[config.mk]
export PLATFORM = sky130hd
export DESIGN_NAME = core_mem_ctrl
export DESIGN_NICKNAME = d
export VERILOG_FILES = /design/src/rtl/core_pkg.sv /design/src/rtl/core_mc_ram.sv /design/src/rtl/core_mem_ctrl.sv
export SDC_FILE = /design/constraint.sdc
export NUM_CORES = 2
export LEC_CHECK = 0
export ABC_CLOCK_PERIOD_IN_PS = 3950
export CAP_MARGIN = 15
export CORE_ASPECT_RATIO = 1.4
export CORE_MARGIN = 2
export CORE_UTILIZATION = 41
export DETAILED_ROUTE_END_ITERATION = 8
export SLEW_MARGIN = 40
export SYNTH_ARGS = -nofsm -noshare
export SYNTH_HDL_FRONTEND = slang
export SYNTH_HIERARCHICAL = 1
export SYNTH_SLANG_ARGS = --single-unit
[constraint.sdc]
create_clock -name mc_clk -period 3.95 [get_ports mc_clk]
set_clock_uncertainty 0.05 [all_clocks]
set_input_delay 0.395 -clock mc_clk [delete_from_list [all_inputs] [get_ports mc_clk]]
set_output_delay 0.395 -clock mc_clk [all_outputs]
set_load 0.01 [all_outputs]
[src/rtl/core_pkg.sv]
// core_pkg: shared defaults and state encoding for the core memory controller
// and its sequencer (core_control).
//   DATA_W / ADDR_W / DEPTH : operand width, buffer address width, buffer depth
//   ST_*                    : controller state encoding (3-bit, legacy-compatible)
package core_pkg;
  localparam int DATA_W = 32;
  localparam int ADDR_W = 6;
  localparam int DEPTH  = 1 << ADDR_W;

  localparam logic [2:0] ST_IDLE = 3'd0;
  localparam logic [2:0] ST_LOAD = 3'd1;
  localparam logic [2:0] ST_READ = 3'd2;
  localparam logic [2:0] ST_DONE = 3'd3;
  localparam logic [2:0] ST_ERR  = 3'd4;
endpackage

[src/rtl/core_mc_ram.sv]
// core_mc_ram: DEPTH x DATA_W operand buffer with one write port and one
// synchronous read port.
//   clk, rst_n          : clock, async active-low reset (read register only)
//   we, waddr, wdata    : write port
//   re, raddr           : read enable / address, sampled on the rising edge
//   rdata               : registered read data
// A read and a write to the same address on the same edge return the
// old contents.
module core_mc_ram #(
  parameter int DATA_W = 32,
  parameter int ADDR_W = 6,
  parameter int DEPTH  = 64
) (
  input  logic              clk,
  input  logic              rst_n,
  input  logic              we,
  input  logic [ADDR_W-1:0] waddr,
  input  logic [DATA_W-1:0] wdata,
  input  logic              re,
  input  logic [ADDR_W-1:0] raddr,
  output logic [DATA_W-1:0] rdata
);
  logic [DATA_W-1:0] mem [DEPTH];

  // Contents are intentionally not reset.
  always_ff @(posedge clk)
    if (we) mem[waddr] <= wdata;

  always_ff @(posedge clk or negedge rst_n)
    if (!rst_n)  rdata <= '0;
    else if (re) rdata <= mem[raddr];
endmodule

[src/rtl/core_mem_ctrl.sv]
// core_mem_ctrl: operand memory controller behind core_control.
// Loads a host batch (valid/last) into a DEPTH-entry buffer, reports length
// and completion, then streams operands to the FPU on request.
// Optional macro MC_WRITEBACK_EN adds result write-back ports
// (mc_we, mc_wb_addr, mc_wb_data), accepted only in READ and DONE.
// Ports:
//   mc_clk, mc_reset                 : clock, async active-low reset
//   mc_start_load                    : start new batch, aborts everything
//   mc_in_data/valid/last/ready      : host load channel
//   mc_data_done, mc_data_length     : batch loaded flag, word count
//   mc_rd_req, mc_rd_data, mc_rd_valid : operand read channel (1-cycle latency)
//   mc_data_address_out              : read pointer
//   mc_cont_procc, mc_done           : operands remaining / all consumed
//   mc_err                           : sticky overflow / bad write-back
module core_mem_ctrl #(
  parameter int DATA_W = core_pkg::DATA_W,
  parameter int ADDR_W = core_pkg::ADDR_W,
  parameter int DEPTH  = core_pkg::DEPTH
) (
  input  logic              mc_clk,
  input  logic              mc_reset,
  input  logic              mc_start_load,
  input  logic [DATA_W-1:0] mc_in_data,
  input  logic              mc_in_valid,
  input  logic              mc_in_last,
  output logic              mc_in_ready,
  output logic              mc_data_done,
  output logic [ADDR_W:0]   mc_data_length,
  input  logic              mc_rd_req,
  output logic [DATA_W-1:0] mc_rd_data,
  output logic              mc_rd_valid,
  output logic [ADDR_W-1:0] mc_data_address_out,
  output logic              mc_cont_procc,
  output logic              mc_done,
`ifdef MC_WRITEBACK_EN
  input  logic              mc_we,
  input  logic [ADDR_W-1:0] mc_wb_addr,
  input  logic [DATA_W-1:0] mc_wb_data,
`endif
  output logic              mc_err
);
  import core_pkg::*;

  logic [2:0]        state;
  logic [ADDR_W-1:0] wr_ptr;
  logic [ADDR_W:0]   rd_ptr;   // one extra bit so a full batch compares cleanly
  logic [ADDR_W:0]   len;
  logic [ADDR_W:0]   rd_ptr_n;

  logic              host_acc;
  logic              rd_iss;
  logic              wb_ok;
  logic              wb_bad;
  logic              ram_we;
  logic [ADDR_W-1:0] ram_waddr;
  logic [DATA_W-1:0] ram_wdata;

  // mc_in_ready mirrors state==LOAD, so it doubles as the accept qualifier.
  assign host_acc = mc_in_ready && mc_in_valid && !mc_start_load;
  assign rd_iss   = (state == ST_READ) && mc_rd_req && (rd_ptr < len) && !mc_start_load;
  assign rd_ptr_n = rd_ptr + 1'b1;

`ifdef MC_WRITEBACK_EN
  logic wb_st;
  assign wb_st  = ((state == ST_READ) || (state == ST_DONE)) && mc_we && !mc_start_load;
  assign wb_ok  = wb_st && ({1'b0, mc_wb_addr} < len);
  assign wb_bad = wb_st && ({1'b0, mc_wb_addr} >= len);
  // Host writes only in LOAD, write-back only in READ/DONE: never both.
  assign ram_we    = host_acc || wb_ok;
  assign ram_waddr = host_acc ? wr_ptr : mc_wb_addr;
  assign ram_wdata = host_acc ? mc_in_data : mc_wb_data;
`else
  assign wb_ok     = 1'b0;
  assign wb_bad    = 1'b0;
  assign ram_we    = host_acc;
  assign ram_waddr = wr_ptr;
  assign ram_wdata = mc_in_data;
`endif

  core_mc_ram #(
    .DATA_W (DATA_W),
    .ADDR_W (ADDR_W),
    .DEPTH  (DEPTH)
  ) u_ram (
    .clk   (mc_clk),
    .rst_n (mc_reset),
    .we    (ram_we),
    .waddr (ram_waddr),
    .wdata (ram_wdata),
    .re    (rd_iss),
    .raddr (rd_ptr[ADDR_W-1:0]),
    .rdata (mc_rd_data)
  );

  assign mc_data_length      = len;
  assign mc_data_address_out = rd_ptr[ADDR_W-1:0];

  always_ff @(posedge mc_clk or negedge mc_reset) begin
    if (!mc_reset) begin
      state         <= ST_IDLE;
      wr_ptr        <= '0;
      rd_ptr        <= '0;
      len           <= '0;
      mc_in_ready   <= 1'b0;
      mc_data_done  <= 1'b0;
      mc_rd_valid   <= 1'b0;
      mc_cont_procc <= 1'b0;
      mc_done       <= 1'b0;
      mc_err        <= 1'b0;
    end else if (mc_start_load) begin
      // Abort: also drops the read that would have completed this edge.
      state         <= ST_LOAD;
      wr_ptr        <= '0;
      rd_ptr        <= '0;
      len           <= '0;
      mc_in_ready   <= 1'b1;
      mc_data_done  <= 1'b0;
      mc_rd_valid   <= 1'b0;
      mc_cont_procc <= 1'b0;
      mc_done       <= 1'b0;
      mc_err        <= 1'b0;
    end else begin
      mc_rd_valid <= rd_iss;
      case (state)
        ST_LOAD: if (host_acc) begin
          wr_ptr <= wr_ptr + 1'b1;
          len    <= len + 1'b1;
          if (mc_in_last) begin
            state         <= ST_READ;
            mc_in_ready   <= 1'b0;
            mc_data_done  <= 1'b1;
            mc_cont_procc <= 1'b1;
          end else if (wr_ptr == ADDR_W'(DEPTH - 1)) begin
            state       <= ST_ERR;
            mc_in_ready <= 1'b0;
            mc_err      <= 1'b1;
          end
        end
        ST_READ: if (rd_iss) begin
          rd_ptr <= rd_ptr_n;
          if (rd_ptr_n == len) begin
            state         <= ST_DONE;
            mc_cont_procc <= 1'b0;
            mc_done       <= 1'b1;
          end
        end
        default: ;
      endcase
      if (wb_bad) mc_err <= 1'b1;
    end
  end
endmodule
* Yosys cells after proc, flatten, opt, wreduce, memory -nomap -nowiden *
Memory sizes are Yosys's and may differ from the RTL's. A register that Yosys moved wholly into a read port is not among the register bits.
Index checks and enable logic that the tools add are counted.

storage, ports and cells
  logic and storage cells = 90
  RAM bits = 2,048
  flip-flop bits (word level) = 29
  memories = 1

memory list
  memory     depth  bits a word  rd ports  clocked after Yosys merged registers in  wr ports  RTL line           source
  u_ram.mem  64     32           1         1                                        1         core_mc_ram.sv:23  logic [DATA_W-1:0] mem [DEPTH];

operators by class
  reductions and logical operators = 24
  muxes and demuxes = 41
  $lt $le $gt $ge = 1
  add/subtract/negate cells = 3
  eq/ne operators = 10

operators by type and width
  operator                                                                 count
  7-bit two-way mux                                                        6
  1-bit two-way mux                                                        24
  3-bit two-way mux                                                        6
  6-bit two-way mux                                                        3
  7-bit by 1-bit adder with 7-bit output, second input constant            2
  2-bit nonzero test                                                       7
  5-bit AND reduction                                                      2
  3-bit inequality test, second input constant                             3
  3-bit AND reduction                                                      3
  7-bit == test                                                            1
  7-bit < comparator                                                       1
  6-bit by 1-bit adder with 6-bit output, second input constant            1
  6-bit == test, second input constant                                     1
  3-bit one-hot mux with 2 select lines                                    1
  3-bit nonzero test                                                       2
  1-bit logical AND                                                        5
  4-bit inequality test, second input constant                             1
  2-bit AND reduction                                                      2
  4-bit AND reduction                                                      1
  3-bit by 1-bit == test with 1-bit output, second input constant          1
  3-bit by 2-bit == test with 1-bit output, second input constant          1
  3-bit by 2-bit inequality test with 1-bit output, second input constant  1
  1-bit zero test                                                          2
  2-bit inequality test, second input constant                             1
  1-bit one-hot mux with 2 select lines                                    1

* Longest topological paths before layout *
  word-level depth = 7
  gate-level depth with buffers = 11

* Cells and area by module *
Netlist, hierarchy kept.

by module, submodules not included
  module         area each (um^2)  sequential area each (um^2)  times used  cells each
  core_mc_ram    79,990.5          62,299.8                     1           3,843
  core_mem_ctrl  1,674.1           725.7                        1           176

* Least setup slack after synthesis *
OpenSTA, ideal clock, no wires.

  path type = input to register
  start = input mc_start_load
  end = memory u_ram.mem[48][0] (enable)
  data arrival time = 3.536 ns
  path buffers = 1
  stages = 5
  library setup time = 0.461 ns
  setup slack = -0.097 ns
  path through = clkbuf_1 nor2_1 nand3_1 or3_1 nor3_1

on the way
  word-level cells in the longest chain between the ends = 4

RTL lines
  what                                     RTL line             source
  start: declaration                       core_mem_ctrl.sv:22  input logic mc_start_load,
  1-bit zero test                          core_mem_ctrl.sv:59  assign host_acc = mc_in_ready && mc_in_valid && !mc_start_load;
  1-bit logical AND                        core_mem_ctrl.sv:59
  via host_acc                             core_mem_ctrl.sv:50  logic host_acc;
  1-bit two-way mux                        core_mc_ram.sv:27    if (we) mem[waddr] <= wdata;
  1-bit two-way mux (implied by the code)  core_mc_ram.sv:27
  end: declaration                         core_mc_ram.sv:23

The timed path passes the listed nets, and every way through them passes these cells.

* Worst setup path in the final report *
  start = register rd_ptr[2]
  end = register u_ram.rdata[21], read port of u_ram.mem

on the way
  word-level cells in the longest chain between the ends = 3

RTL lines
  what                             RTL line              source
  start: declaration               core_mem_ctrl.sv:46   logic [ADDR_W:0] rd_ptr;
  start signal: assignment         core_mem_ctrl.sv:140  rd_ptr <= rd_ptr_n;
  7-bit < comparator               core_mem_ctrl.sv:60   assign rd_iss = (state == ST_READ) && mc_rd_req && (rd_ptr < len) && !mc_start_load;
  1-bit logical AND (2 in series)  core_mem_ctrl.sv:60
  via rd_iss                       core_mem_ctrl.sv:51   logic rd_iss;
  end: declaration                 core_mc_ram.sv:21     output logic [DATA_W-1:0] rdata

The timed path passes the listed nets, and every way through them passes these cells.
A chain may end at the register's enable or synchronous reset.

==> results.cfg <==
[critical_path]
cp_slowest_cell = nor3_2
critPathKind = flop to flop
path_common_cell = a21oi_1
arrival_ps = 3920
path_max_fanout = 20
crit_path_start_kind = flop
reg2regPathDepth = 10
critPathBufInv = 1
cp-end-kind = flop
worstSetupPathDepth = 10
required_ps = 4530
worst_path_largest_cell_delay_ps = 620
crit_chain = ha_1 -> a21oi_1 -> a21oi_1 -> nor3_2 -> buf_12 -> nor2b_1 -> nor4_1 -> nand2_1 -> o32ai_1 -> o221ai_1
worst_path_dominant_cell_family = simple AND/OR/NAND/NOR gates

[synthesis]
syn_area_um2 = 81660
avgSynthCellArea_um2 = 20.32
postSynth.asyncResetShare_pct = 2.892
synth-seq-cells = 2109
postSynthCellCount = 4019
synth-edff-count = 2048
synth_nets = 4067
synth_cell_type_count = 53
yosys_warnings = 6
synth_top_flop_cell = edfxtp_1
seq_area_frac_synth_pct = 77.18

[placement]
post-place-ws_ps = 698.8
place_congestion = 0.9120
dp_cells = 6743
dp_hpwl_mm = 132.8
post_dp_cell_area_um2 = 87930
io_buffers = 88

[cts]
clkSlewWorstSetupHoldPaths_ps = 60
post_cts_buffers = 0
insertion_delay_ps = 840
cts_buffer_depth = 4
cts_root_buf = clkbuf_16
cts.sinks = 2109
cts_tree = yes
cts.htree.levels = 4
numCtsBuffers = 192

[timing]
hold_violations = 0
hold_ws_ps = 23.04
tightest_slew_ps = 938.2
fin_ws_ps = 611.9
slew_viol_final = 0
timing.final.crit_share_pct = 84.51
rsz0062_at_grt = no
post-route-min-period_ps = 3338
slew_headroom_pct = 37.22
finalSetupTns_ps = 0
setup_viol = 0
fmax_mhz = 299.6

[floorplan]
initial_core_util_pct = 41.29
placeableCoreArea_um2 = 197800
io_pins = 89
rows = 193
dieArea_um2 = 202800
die_w_um = 381.2
fp.dieH_um = 532.1

[route]
antenna_left = 0
drt_first_pass_iters = 6
viasPerCell = 5.740
drc = 0
wl_mm = 224.5
drtIter0Drc = 4141
vias = 40770
detail_route.wl_per_cell_um = 31.61

[grt]
grt.overflow.total = 0
antenna_found_initial = 19
grt_pass1_wl_mm = 314.9
grtUsageTotal_pct = 21.92
grt_max_degree = 130
grt_pass1_vias = 41130

[final_layout]
postLayoutCoreUtil_pct = 47.48
final_common_cell = edfxtp_1
drive_above_1_share_pct = 23.74
layout.nets = 4363
fin_area_um2 = 93910
syn_to_final_growth_pct = 14.99
final_cells = 7102
fillers = 16210
final_cell_mix = 2048 x edfxtp_1, 353 x mux4_2, 322 x mux2i_1

[power]
power_density_nw_per_um2 = 458.5
p_total_mw = 43.06
ir_drop_v = 0.0003471
p_comb_share_pct = 1.8
clockPowerShare_pct = 41.1
power.leakage_nw = 28.32
seqPwrFrac_pct = 57.1
p_int_mw = 34.50
netSwitchingFraction_pct = 19.89
switchingPower_mw = 8.567

[min_path]
hold_depth = 1
min_path_type = input port to flop

[job]
maxCapViolations = 0

[outcome]
status = finished, final reports clean
[logic make-up (layout without fill, tap and decap cells)]
logic type,count (synthesis),after routing,share of synthesized area (%)
flip-flops,2109,2109,77.18
multiplexers,771,771,15.01
AND/OR/NAND/NOR,529,529,3.164
AO/OA/AOI/OAI,341,341,2.761
buffers and inverters,238,676,1.492
XOR/XNOR,21,21,0.2436
adder cells (fa/ha/maj),10,10,0.1532
other,0,13,0
[what timing repair did]
| action | in CTS | in global routing |
|---|---|---|
| resized for setup | 0 | 0 |
| hold endpoints to repair | 99 | 0 |
| hold buffers | 7 | 0 |
[final timing paths]
kind | from | end | slack, ps
min | mc_in_data[5] | u_ram/mem[60][5] | 20
max in group asynchronous | mc_reset | mc_rd_valid | 2820
max | rd_ptr[2] | u_ram/rdata[21] | 610
min in group asynchronous | mc_reset | u_ram/rdata[29] | 150
min reg2reg | mc_err | mc_err | 450
max reg2reg | rd_ptr[2] | u_ram/rdata[21] | 610
[synthesized netlist by cell type, types with 3 or more instances]
cell type / count / area share, %
buf_1: 13 / 0.060
o22ai_1: 98 / 0.75
o221ai_1: 33 / 0.35
buf_6: 18 / 0.25
nand4_1: 8 / 0.061
nand2_1: 53 / 0.24
nand3b_1: 4 / 0.037
inv_1: 7 / 0.032
o21ai_0: 3 / 0.018
nand2b_1: 4 / 0.031
nor4_1: 65 / 0.50
mux2_2: 95 / 1.3
edfxtp_1: 2048 / 75
nor2_1: 251 / 1.2
mux4_2: 353 / 9.7
xnor2_1: 13 / 0.14
or3_1: 6 / 0.046
a211oi_1: 62 / 0.57
a21oi_1: 107 / 0.66
xor2_1: 7 / 0.075
buf_2: 82 / 0.50
nand3_1: 11 / 0.067
nand4b_1: 3 / 0.032
nor3_1: 9 / 0.055
mux2i_1: 322 / 3.9
nor2b_1: 99 / 0.76
clkbuf_1: 94 / 0.43
buf_4: 23 / 0.21
dfrtp_1: 61 / 1.9
o32ai_1: 31 / 0.33
ha_1: 10 / 0.15
[area by class of cell]
| type | instances | area (um2) | area share, % |
|---|---|---|---|
| antenna | 13 | 32.53 | 0.03464 |
| clock buffer | 239 | 5042 | 5.369 |
| clock inverter | 97 | 765.7 | 0.8154 |
| inverter | 7 | 26.28 | 0.02798 |
| multi-input combinational | 1672 | 17940 | 19.11 |
| sequential | 2109 | 63040 | 67.13 |
| tap | 2632 | 3293 | 3.507 |
| timing repair buffer | 333 | 3764 | 4.008 |
[registers in the layout, summed over array words and instances (netlist names), 3 cells and up]
signal and count:
rd_ptr 7, u_ram/rdata 32, state 3, u_ram/mem 2048, ram_waddr 6, mc_data_length 7
[per-layer routing]
layer / vias up / routed length, um / GRT usage, %
met4: 10 / 11980 / 10.34
met1: 21850 / 83320 / 27.01
li1: 17120 / - / -
met3: 342 / 14120 / 3.091
met5: - / 56 / 0
met2: 1449 / 115000 / 38.04
[power groups by stage]
stage | logic [mW] | registers (mW) | clock network, mW
after global placement | 0.732 | 25.1 | 0
after detailed placement | 0.758 | 25.1 | 0
final | 0.756 | 24.6 | 17.7
after global routing | 0.809 | 24.6 | 18.8
after floorplan | 0.165 | 25.1 | 0
after CTS | 0.766 | 24.6 | 18.0
(Power assumes the default switching activity.)
